===== src/rtl/galaga_pkg.sv =====
// Shared Galaga definitions: enemy fire states, row ship x table,
// laser geometry/colour and a box overlap helper.
package galaga_pkg;

   typedef enum logic [1:0] {
      IDLE,
      COOLDOWN,
      FLYING,
      HIT
   } fire_state_t;

   localparam int          NUM_SHIPS    = 6;
   localparam int          LASER_W      = 2;
   localparam int          LASER_H      = 8;
   localparam logic [9:0]  LASER_EXIT_Y = 10'd472;
   localparam logic [23:0] LASER_COLOR  = 24'hFF0000;

   // Row ship i sits at x = 50*(i+1).
   function automatic logic [9:0] ship_x(input logic [2:0] idx);
      case (idx)
         3'd0:    return 10'd50;
         3'd1:    return 10'd100;
         3'd2:    return 10'd150;
         3'd3:    return 10'd200;
         3'd4:    return 10'd250;
         3'd5:    return 10'd300;
         default: return 10'd0;
      endcase
   endfunction

   // Half-open boxes [x, x+w) x [y, y+h); widened to 11 bits so edges never wrap.
   function automatic logic boxes_overlap(
      input logic [10:0] ax, input logic [10:0] ay,
      input logic [10:0] aw, input logic [10:0] ah,
      input logic [10:0] bx, input logic [10:0] by,
      input logic [10:0] bw, input logic [10:0] bh
   );
      return (ax < bx + bw) && (bx < ax + aw) &&
             (ay < by + bh) && (by < ay + ah);
   endfunction

endpackage


===== src/rtl/rr_shooter_sel.sv =====
// Round-robin shooter picker: first alive row ship strictly after last_idx,
// wrapping 5 -> 0.
module rr_shooter_sel
   import galaga_pkg::*;
(
   input  logic [5:0] alive_mask,
   input  logic [2:0] last_idx,
   output logic [2:0] next_idx,
   output logic       valid
);

   logic [3:0] cand;

   // Scan from the farthest candidate to the nearest so the nearest alive one wins.
   always_comb begin
      next_idx = last_idx;
      valid    = 1'b0;
      cand     = 4'd0;
      for (int k = NUM_SHIPS; k >= 1; k--) begin
         cand = {1'b0, last_idx} + 4'(k);
         if (cand >= 4'(NUM_SHIPS)) begin
            cand = cand - 4'(NUM_SHIPS);
         end
         if (alive_mask[cand[2:0]]) begin
            next_idx = cand[2:0];
            valid    = 1'b1;
         end
      end
   end

endmodule


===== src/rtl/enemy_fire_ctrl.sv =====
// Enemy fire controller: paces shots from the enemy row, flies a laser down
// the screen one step per frame and reports hits on the user ship.
module enemy_fire_ctrl
   import galaga_pkg::*;
#(
   parameter int FIRE_PERIOD = 90,
   parameter int LASER_STEP  = 4,
   parameter int ESHIP_W     = 32
) (
   input  logic        Clk,
   input  logic        Reset,
   input  logic        frame_clk,
   input  logic        play,
   input  logic        done,
   input  logic [5:0]  alive_mask,
   input  logic [9:0]  y_offset,
   input  logic [9:0]  user_ship_x_pos,
   input  logic [9:0]  user_ship_y_pos,
   input  logic [9:0]  DrawX,
   input  logic [9:0]  DrawY,
   output logic        is_enemy_laser,
   output logic [23:0] enemy_laser_data,
   output logic        user_hit,
   output logic        laser_active
);

   localparam int                CNT_W       = (FIRE_PERIOD > 1) ? $clog2(FIRE_PERIOD) : 1;
   localparam logic [CNT_W-1:0]  CNT_RELOAD  = CNT_W'(FIRE_PERIOD - 1);
   localparam logic [9:0]        LASER_X_OFS = 10'(ESHIP_W / 2 - 1);
   localparam logic [9:0]        SHIP_SIZE10 = 10'(ESHIP_W);
   localparam logic [10:0]       SHIP_SIZE   = 11'(ESHIP_W);
   localparam logic [10:0]       STEP        = 11'(LASER_STEP);

   fire_state_t      state, state_n;
   logic [CNT_W-1:0] cnt, cnt_n, cnt_dec;
   logic [2:0]       ptr, ptr_n;
   logic [9:0]       laser_x, laser_x_n;
   logic [9:0]       laser_y, laser_y_n;
   logic             frame_d;
   logic             frame_tick;
   logic [2:0]       sel_idx;
   logic             sel_valid;
   logic [10:0]      y_step;
   logic             hit_now;
   logic             hit_at_exit;

   rr_shooter_sel u_sel (
      .alive_mask (alive_mask),
      .last_idx   (ptr),
      .next_idx   (sel_idx),
      .valid      (sel_valid)
   );

   assign frame_tick = frame_clk & ~frame_d;
   assign y_step     = {1'b0, laser_y} + STEP;
   assign cnt_dec    = (cnt == '0) ? '0 : cnt - CNT_W'(1);

   assign hit_now = boxes_overlap({1'b0, laser_x}, {1'b0, laser_y},
                                  11'(LASER_W), 11'(LASER_H),
                                  {1'b0, user_ship_x_pos}, {1'b0, user_ship_y_pos},
                                  SHIP_SIZE, SHIP_SIZE);

   // Position the laser would reach on an exit tick, so a hit there still counts.
   assign hit_at_exit = boxes_overlap({1'b0, laser_x}, y_step,
                                      11'(LASER_W), 11'(LASER_H),
                                      {1'b0, user_ship_x_pos}, {1'b0, user_ship_y_pos},
                                      SHIP_SIZE, SHIP_SIZE);

   always_ff @(posedge Clk or negedge Reset) begin
      if (!Reset) begin
         state   <= IDLE;
         cnt     <= '0;
         ptr     <= 3'd5;
         laser_x <= '0;
         laser_y <= '0;
         frame_d <= 1'b0;
      end else begin
         state   <= state_n;
         cnt     <= cnt_n;
         ptr     <= ptr_n;
         laser_x <= laser_x_n;
         laser_y <= laser_y_n;
         frame_d <= frame_clk;
      end
   end

   // done overrides everything; otherwise play low freezes all but the HIT exit.
   always_comb begin
      state_n   = state;
      cnt_n     = cnt;
      ptr_n     = ptr;
      laser_x_n = laser_x;
      laser_y_n = laser_y;
      if (done) begin
         state_n   = IDLE;
         cnt_n     = '0;
         ptr_n     = 3'd5;
         laser_x_n = '0;
         laser_y_n = '0;
      end else begin
         case (state)
            IDLE: begin
               if (play && frame_tick) begin
                  state_n = COOLDOWN;
                  cnt_n   = CNT_RELOAD;
               end
            end
            COOLDOWN: begin
               if (play && frame_tick) begin
                  cnt_n = cnt_dec;
                  if ((cnt_dec == '0) && sel_valid) begin
                     state_n   = FLYING;
                     ptr_n     = sel_idx;
                     laser_x_n = ship_x(sel_idx) + LASER_X_OFS;
                     laser_y_n = y_offset + SHIP_SIZE10;
                  end
               end
            end
            FLYING: begin
               if (play) begin
                  if (hit_now) begin
                     state_n = HIT;
                  end else if (frame_tick) begin
                     if (y_step >= {1'b0, LASER_EXIT_Y}) begin
                        if (hit_at_exit) begin
                           state_n = HIT;
                        end else begin
                           state_n = COOLDOWN;
                           cnt_n   = CNT_RELOAD;
                        end
                     end else begin
                        laser_y_n = y_step[9:0];
                     end
                  end
               end
            end
            HIT: begin
               state_n = COOLDOWN;
               cnt_n   = CNT_RELOAD;
            end
            default: begin
               state_n = IDLE;
            end
         endcase
      end
   end

   assign laser_active     = (state == FLYING);
   assign user_hit         = (state == HIT) && !done;
   assign enemy_laser_data = LASER_COLOR;

   assign is_enemy_laser = laser_active &&
                           ({1'b0, DrawX} >= {1'b0, laser_x}) &&
                           ({1'b0, DrawX} <= {1'b0, laser_x} + 11'(LASER_W - 1)) &&
                           ({1'b0, DrawY} >= {1'b0, laser_y}) &&
                           ({1'b0, DrawY} <= {1'b0, laser_y} + 11'(LASER_H - 1));

endmodule


===== config.mk =====
export PLATFORM = sky130hd
export DESIGN_NAME = enemy_fire_ctrl
export DESIGN_NICKNAME = d
export VERILOG_FILES = /design/src/rtl/galaga_pkg.sv /design/src/rtl/rr_shooter_sel.sv /design/src/rtl/enemy_fire_ctrl.sv
export SDC_FILE = /design/constraint.sdc
export NUM_CORES = 1
export LEC_CHECK = 0
export CAP_MARGIN = 40
export CORE_UTILIZATION = 50
export DETAILED_ROUTE_END_ITERATION = 6
export PLACE_DENSITY = 0.85
export RECOVER_POWER = 100
export SETUP_SLACK_MARGIN = 0.15
export SYNTH_ARGS = -nofsm -noshare
export SYNTH_HDL_FRONTEND = slang
export SYNTH_SLANG_ARGS = --single-unit

===== constraint.sdc =====
create_clock -name Clk -period 3.25 [get_ports Clk]
set_input_delay 0.65 -clock Clk [delete_from_list [all_inputs] [get_ports Clk]]
set_output_delay 0.65 -clock Clk [all_outputs]
set_load 0.01 [all_outputs]

==> results of run 1 <==
[state kept, by name, indices dropped and copies added (netlist names)]
name / cells
ptr: 3
laser_x: 10
laser_y: 10
frame_d: 1
state: 2
cnt: 7
[area by class of cell]
class,instances,area share (%)
multi-input combinational,633,62.2
inverter,60,2.52
sequential,33,8.94
clock buffer,5,1.34
timing repair buffer,255,22.5
tap,168,2.25
clock inverter,3,0.188
[kinds of logic (layout without fill, tap and decap cells)]
logic type	Yosys count	count (layout)	share of synthesized area [%]
flip-flops	33	33	13.0
AND/OR/NAND/NOR	218	218	18.5
AO/OA/AOI/OAI	191	191	21.9
XOR/XNOR	53	53	8.46
adder cells (fa/ha/maj)	123	123	24.1
multiplexers	24	24	4.51
other	2	24	0.118
buffers and inverters	108	323	9.40
[power groups by stage]
stage          Combinational, mW  Sequential, mW  Clock [mW]
2_1_floorplan               1.78           0.601           0
3_3_place_gp                2.61           0.624           0
3_5_place_dp                2.71           0.630           0
4_1_cts                     2.80           0.626       0.463
5_1_grt                     3.56           0.649       0.485
6_report                    3.31           0.639       0.463
[how the worst min path moves through the flow]
stage / cells after the start / slack [ns] / to
finish: 2 / 0.52 / cnt[1]
global route: 2 / 0.55 / cnt[1]
CTS: 2 / 0.53 / cnt[4]
detailed placement: 2 / 0.52 / cnt[4]
global placement: 2 / 0.50 / cnt[4]
floorplan: 0 / 0.35 / cnt[0]
[critical path, cell delays in order, from the launching register on]
cell	delay (ns)
dfrtp_2	0.42
buf_6	0.14
ha_4	0.15
nand4_1	0.18
nor2_4	0.22
nand4_1	0.15
xnor2_1	0.18
ha_1	0.31
nand4_1	0.11
nor3_1	0.29
nor3_1	0.10
o31a_1	0.14
nor4_4	0.17
buf_2	0.18
[Yosys cell counts, types with 9 or more instances]
master    instances  area, µm²
o21a_1           18        135
buf_4            28        210
a21o_1           14        105
nor3_1           22        110
dfrtp_1          31        776
mux2i_1          16        160
a21oi_1          39        195
xnor2_1          39        342
nor2_1           44        165
inv_1            57        214
nand2b_1         16        100
o31ai_1          12       90.1
nand2_1          37        139
nor2b_1           9       56.3
nand4_1          12       75.1
o21ai_0          29        145
nand3_1          33        165
and3_1            9       56.3
ha_1            122       1530
buf_6             9        101
[metrics by stage]
| step | cell area [µm²] | setup WS, ns |
|---|---|---|
| after floorplan | 6620 | 0.0640 |
| final | 9330 | -0.409 |
| after CTS | 8580 | -0.522 |
| after global routing | 9330 | -0.555 |
| after detailed placement | 8290 | -0.888 |
| after global placement | 8290 | -0.835 |
[metal layers]
metal	share of wire [%]	routed length [µm]	global-route usage [%]
met5	0	0	0
met4	6.2	1360	10.9
met3	6.4	1410	3.58
met2	49	10800	49.7
met1	38	8340	33.4
[what timing repair did]
action,4_1_cts,5_1_grt
endpoints found under the setup margin,21,28
setup buffers,5,25
pin swaps,19,72
gates cloned,1,0
hold endpoints to repair,0,0
hold buffers,0,0
gates resized for setup,39,135
==> results_dict.tcl, run 1 <==
set metrics [dict create \
    worstMarginPinSlew_ns 0.759 \
    grt_first_pass_wirelength_mm 29.4 \
    initial_core_util_pct 52.2 \
    ir_worst_vdd_mv 0.290 \
    comb_power_share_pct 75.1 \
    port_buffers 63 \
    drive_gt1_share_pct 36.8 \
    place.gp.congestion 0.930 \
    die_x_um 115 \
    root_buffer "clkbuf_16" \
    fin_nets 1171 \
    layout_setup_ws_ns -0.409 \
    syn-cell-area_mm2 0.00637 \
    drt-total-wl_mm 21.9 \
    worstPathArrival_ns 3.01 \
    violations "setup timing" \
    worstPathMaxFanout 3 \
    synthesis.instances 752 \
    hpwl_mm 14.5 \
    reg2reg_depth 13 \
    grt_pass1_vias 6497 \
    fin_tns_setup_ns -4.56 \
    sw_frac_of_total_pct 45.8 \
    viasPerCell 6.01 \
    htree_levels 2 \
    final-seq-area_um2 835 \
    diodes 0 \
    dp_cells 1118 \
    hold_path_class "reg2reg" \
    final_util_pct 76.4 \
    status "complete, but fails checks" \
    pwr-share-clk_pct 10.5 \
    clk_path_buf_depth 2 \
    hold_slack_ns 0.517 \
    synthFlopType "dfrtp_1" \
    period_share_pct 113 \
    antenna_found_initial 0 \
    grt-ovfl-total 0 \
    yosysSeqAreaShare_pct 13.0 \
    dr.pass1.iters 5 \
    finalNonFillerCells 1157 \
    layout_common_cells "buf_4 (175), ha_1 (102), clkdlybuf4s50_1 (50)" \
    crit_end "is_enemy_laser" \
    critPathLaunch "laser_x[1]" \
    fp.dieH_um 115 \
    rsz0062_at_grt "yes" \
    worstSetupPathType "reg2out" \
    total_power_mw 4.42 \
    grt_usage_pct 27.6 \
    regToRegSetupSlack_ns -0.29 \
    clk_pin_slew_worst_paths_ns 0.06 \
    cts-buffers-inserted 5 \
    vias 6949 \
    grt_max_degree 39 \
    drv_cap 0 \
    drtIter0Drc 590 \
    finalSetupViolCount 23 \
    post_synth_num_cell_types 98 \
    p_per_area_mw_per_mm2 473 \
    drcViolationCount 0 \
    syn_area_per_cell_um2 8.48 \
    cp_data_required_time_ns 2.60 \
    hold_violations 0 \
    period_minus_slack_ns 3.66 \
    slew_headroom_pct 49.4 \
    r2r-end "laser_y[9]" \
    antenna_left 0 \
    synthArstFlopShare_pct 100 \
    fin_worst_skew_ns 0.00606 \
    start_kind "flop" \
    multiInputGateArea_mm2 0.00581 \
    synth_warnings 0 \
    seqPwrFrac_pct 14.5 \
    nFillCells 732 \
    p_leak_nw 4.25 \
    max_freq_ghz 0.273 \
    hp-start "cnt[1]" \
    die_area_mm2 0.0132 \
    routedWlPerCell_um 18.9 \
    io_pins 88 \
    r2r_start "ptr[0]" \
    synth_edf_count 0 \
    core_mm2 0.0122 \
    clkSinkCount 33 \
    p_sw_mw 2.02 \
    final_common_cell "buf_4" \
    num_rows 40 \
    cts_tree "yes" \
    ys_ff_latch 33 \
    clock_latency_ns 0.28 \
    p_int_mw 2.39 \
    worstSetupEndpointType "primary output" \
    final-max-slew-violation-count 0 \
    syn2layout_area_growth_pct 46.4 \
]
Note: power is estimated with default switching activity, not from simulation.
==> run 2: changes to the inputs <==
--- a/config.mk
+++ b/config.mk
@@ -9,4 +9,5 @@
 export CORE_UTILIZATION = 50
 export DETAILED_ROUTE_END_ITERATION = 6
+export GPL_TIMING_DRIVEN = 0
 export PLACE_DENSITY = 0.85
 export RECOVER_POWER = 100
==> constraint.sdc (replaced) <==
create_clock -name Clk -period 3.25 [get_ports Clk]
set_input_delay 0.65 -clock Clk [delete_from_list [all_inputs] [get_ports Clk]]
set_output_delay 0.65 -clock Clk [all_outputs]
set_load 0.1 [all_outputs]
==> results_dict.tcl, run 2 (synthesis results as in run 1) <==
set metrics [dict create \
    comb_power_share_pct 75.5 \
    rsz0062_at_grt "yes" \
    slew_headroom_pct -28.5 \
    drv_cap 1 \
    initial_core_util_pct 52.2 \
    r2r_start "ptr[1]" \
    status "complete, but fails checks" \
    dr.pass1.iters 6 \
    grt_usage_pct 28.4 \
    nFillCells 739 \
    htree_levels 2 \
    crit_chain "buf_6, clkinvlp_2, ha_4, nand3_4, mux2i_4, mux2i_4, mux2i_4, o221ai_2, xnor2_2, nor3_2, a21oi_2, ha_4, nand3b_1, a211o_1, nand4_1" \
    grt_first_pass_wirelength_mm 30.2 \
    place.gp.congestion 0.899 \
    viasPerCell 6.44 \
    drcViolationCount 0 \
    io_pins 88 \
    diodes 0 \
    cts-buffers-inserted 5 \
    crit_path_max_incr_delay_ns 0.53 \
    worstPathArrival_ns 4.13 \
    vias 7090 \
    reg2reg_depth 15 \
    routedWlPerCell_um 21.7 \
    drtIter0Drc 881 \
    worstMarginPinSlew_ns 1.93 \
    die_x_um 115 \
    hold_violations 0 \
    clkSinkCount 33 \
    grt_pass1_vias 6317 \
    sw_frac_of_total_pct 50.1 \
    fp.dieH_um 115 \
    violations "capacitance limit, slew limit, setup timing" \
    hp-start "cnt[4]" \
    final_common_cell "ha_1" \
    fin_worst_skew_ns 0.00558 \
    antenna_left 0 \
    ir_worst_vdd_mv 0.324 \
    p_per_area_mw_per_mm2 495 \
    grt-ovfl-total 0 \
    p_int_mw 2.25 \
    cts_tree "yes" \
    crit_top_cell "mux2i_4" \
    final_util_pct 74.7 \
    start_kind "flop" \
    port_buffers 63 \
    worstSetupPathType "reg2reg" \
    worstPathMaxFanout 7 \
    fin_nets 1115 \
    total_power_mw 4.51 \
    grt_max_degree 34 \
    critPathTopFamily "compound AO/OA/AOI/OAI gates" \
    layout_setup_ws_ns -0.694 \
    layout_common_cells "ha_1 (101), buf_4 (99), clkdlybuf4s50_1 (50)" \
    cp_slowest_cell "ha_4" \
    min_path_cells 2 \
    holdBufCountCts 0 \
    syn2layout_area_growth_pct 43.1 \
    hold_path_class "reg2reg" \
    hold_slack_ns 0.517 \
    root_buffer "clkbuf_16" \
    drive_gt1_share_pct 34.7 \
    r2r-end "laser_x[3]" \
    period_share_pct 121 \
    whs_endpoint "cnt[4]" \
    period_minus_slack_ns 3.94 \
    die_area_mm2 0.0132 \
    pwr-share-clk_pct 10.4 \
    seqPwrFrac_pct 14.1 \
    path_buf_inv 2 \
    final-max-slew-violation-count 34 \
    final-seq-area_um2 841 \
    num_rows 40 \
    multiInputGateArea_mm2 0.00590 \
    clk_pin_slew_worst_paths_ns 0.06 \
    finalSetupViolCount 31 \
    p_leak_nw 4.02 \
    reg.largest.list "laser_x: 10 flops, laser_y: 10 flops, cnt: 7 flops" \
    regToRegSetupSlack_ns -0.69 \
    cp_data_required_time_ns 3.44 \
    clk_path_buf_depth 2 \
    drt-total-wl_mm 23.9 \
    p_sw_mw 2.26 \
    clock_latency_ns 0.28 \
    worstSetupEndpointType "flop" \
    max_freq_ghz 0.254 \
    hpwl_mm 12.6 \
    antenna_found_initial 0 \
    core_mm2 0.0122 \
]
run 2: changes by cell type in the layout (fill, tap and decap cells not counted), sizes merged:
cell and change:
dlygate4sd3 -1, dlygate4sd2 +3, clkbuf +2, clkinvlp +2
buf -58, dlymetal6s2s -2, inv -2
run 2: repair_timing:
item | 4_1_cts | 5_1_grt
buffers inserted | 46 | 40
pin swaps | 37 | 52
gates resized for setup | 109 | 99
endpoints found under the setup margin | 30 | 28
run 2: worst max-delay path by stage:
stage	cells after the start	start	endpoint	slack, ns
after floorplan	12	laser_x[0]	is_enemy_laser	-0.60
after global placement	12	DrawY[1]	is_enemy_laser	-1.51
after detailed placement	13	DrawY[1]	is_enemy_laser	-1.12
after CTS	13	laser_x[1]	is_enemy_laser	-0.53
after global routing	15	ptr[1]	laser_x[3]	-0.86
final	15	ptr[1]	laser_x[3]	-0.69
run 2: per-stage QoR:
step / instance area [µm²] / setup WS, ns / std cells / TNS, ns
detailed placement: 7530 / -1.12 / 1008 / -14.08
floorplan: 6650 / -0.598 / 774 / -0.598
finish: 9120 / -0.694 / 1101 / -12.39
CTS: 8430 / -0.530 / 1061 / -3.19
global route: 9120 / -0.861 / 1101 / -17.49
global placement: 7490 / -1.51 / 1005 / -13.98
run 2: cell type report:
type | instances | share of cell area [%]
flip-flops and latches | 33 | 9.22
multi-input cells | 633 | 64.7
clock inverters | 3 | 0.192
repair buffers | 151 | 14.8
clock buffers | 5 | 1.37
well taps | 168 | 2.31
plain buffers | 48 | 4.64
inverters | 60 | 2.72
run 2: tightest hold or removal path, cell delays in order (launching register included):
cell     delay (ns)
dfrtp_1        0.34
o31ai_1        0.08
o31ai_1        0.06
run 2: metal layers:
metal / up-vias / wire (µm) / global-route usage, %
li1: 3054 / - / -
met1: 3256 / 8470 / 34.6
met2: 584 / 11500 / 51.1
met3: 196 / 2110 / 3.22
met4: 0 / 1770 / 10.7
met5: - / 0 / 0
run 2: power groups by stage:
stage / sequential [mW] / clock, mW / combinational, mW
floorplan: 0.605 / 0 / 1.95
CTS: 0.624 / 0.463 / 2.83
detailed placement: 0.645 / 0 / 2.49
global route: 0.642 / 0.491 / 3.62
finish: 0.636 / 0.469 / 3.41
global placement: 0.641 / 0 / 2.40
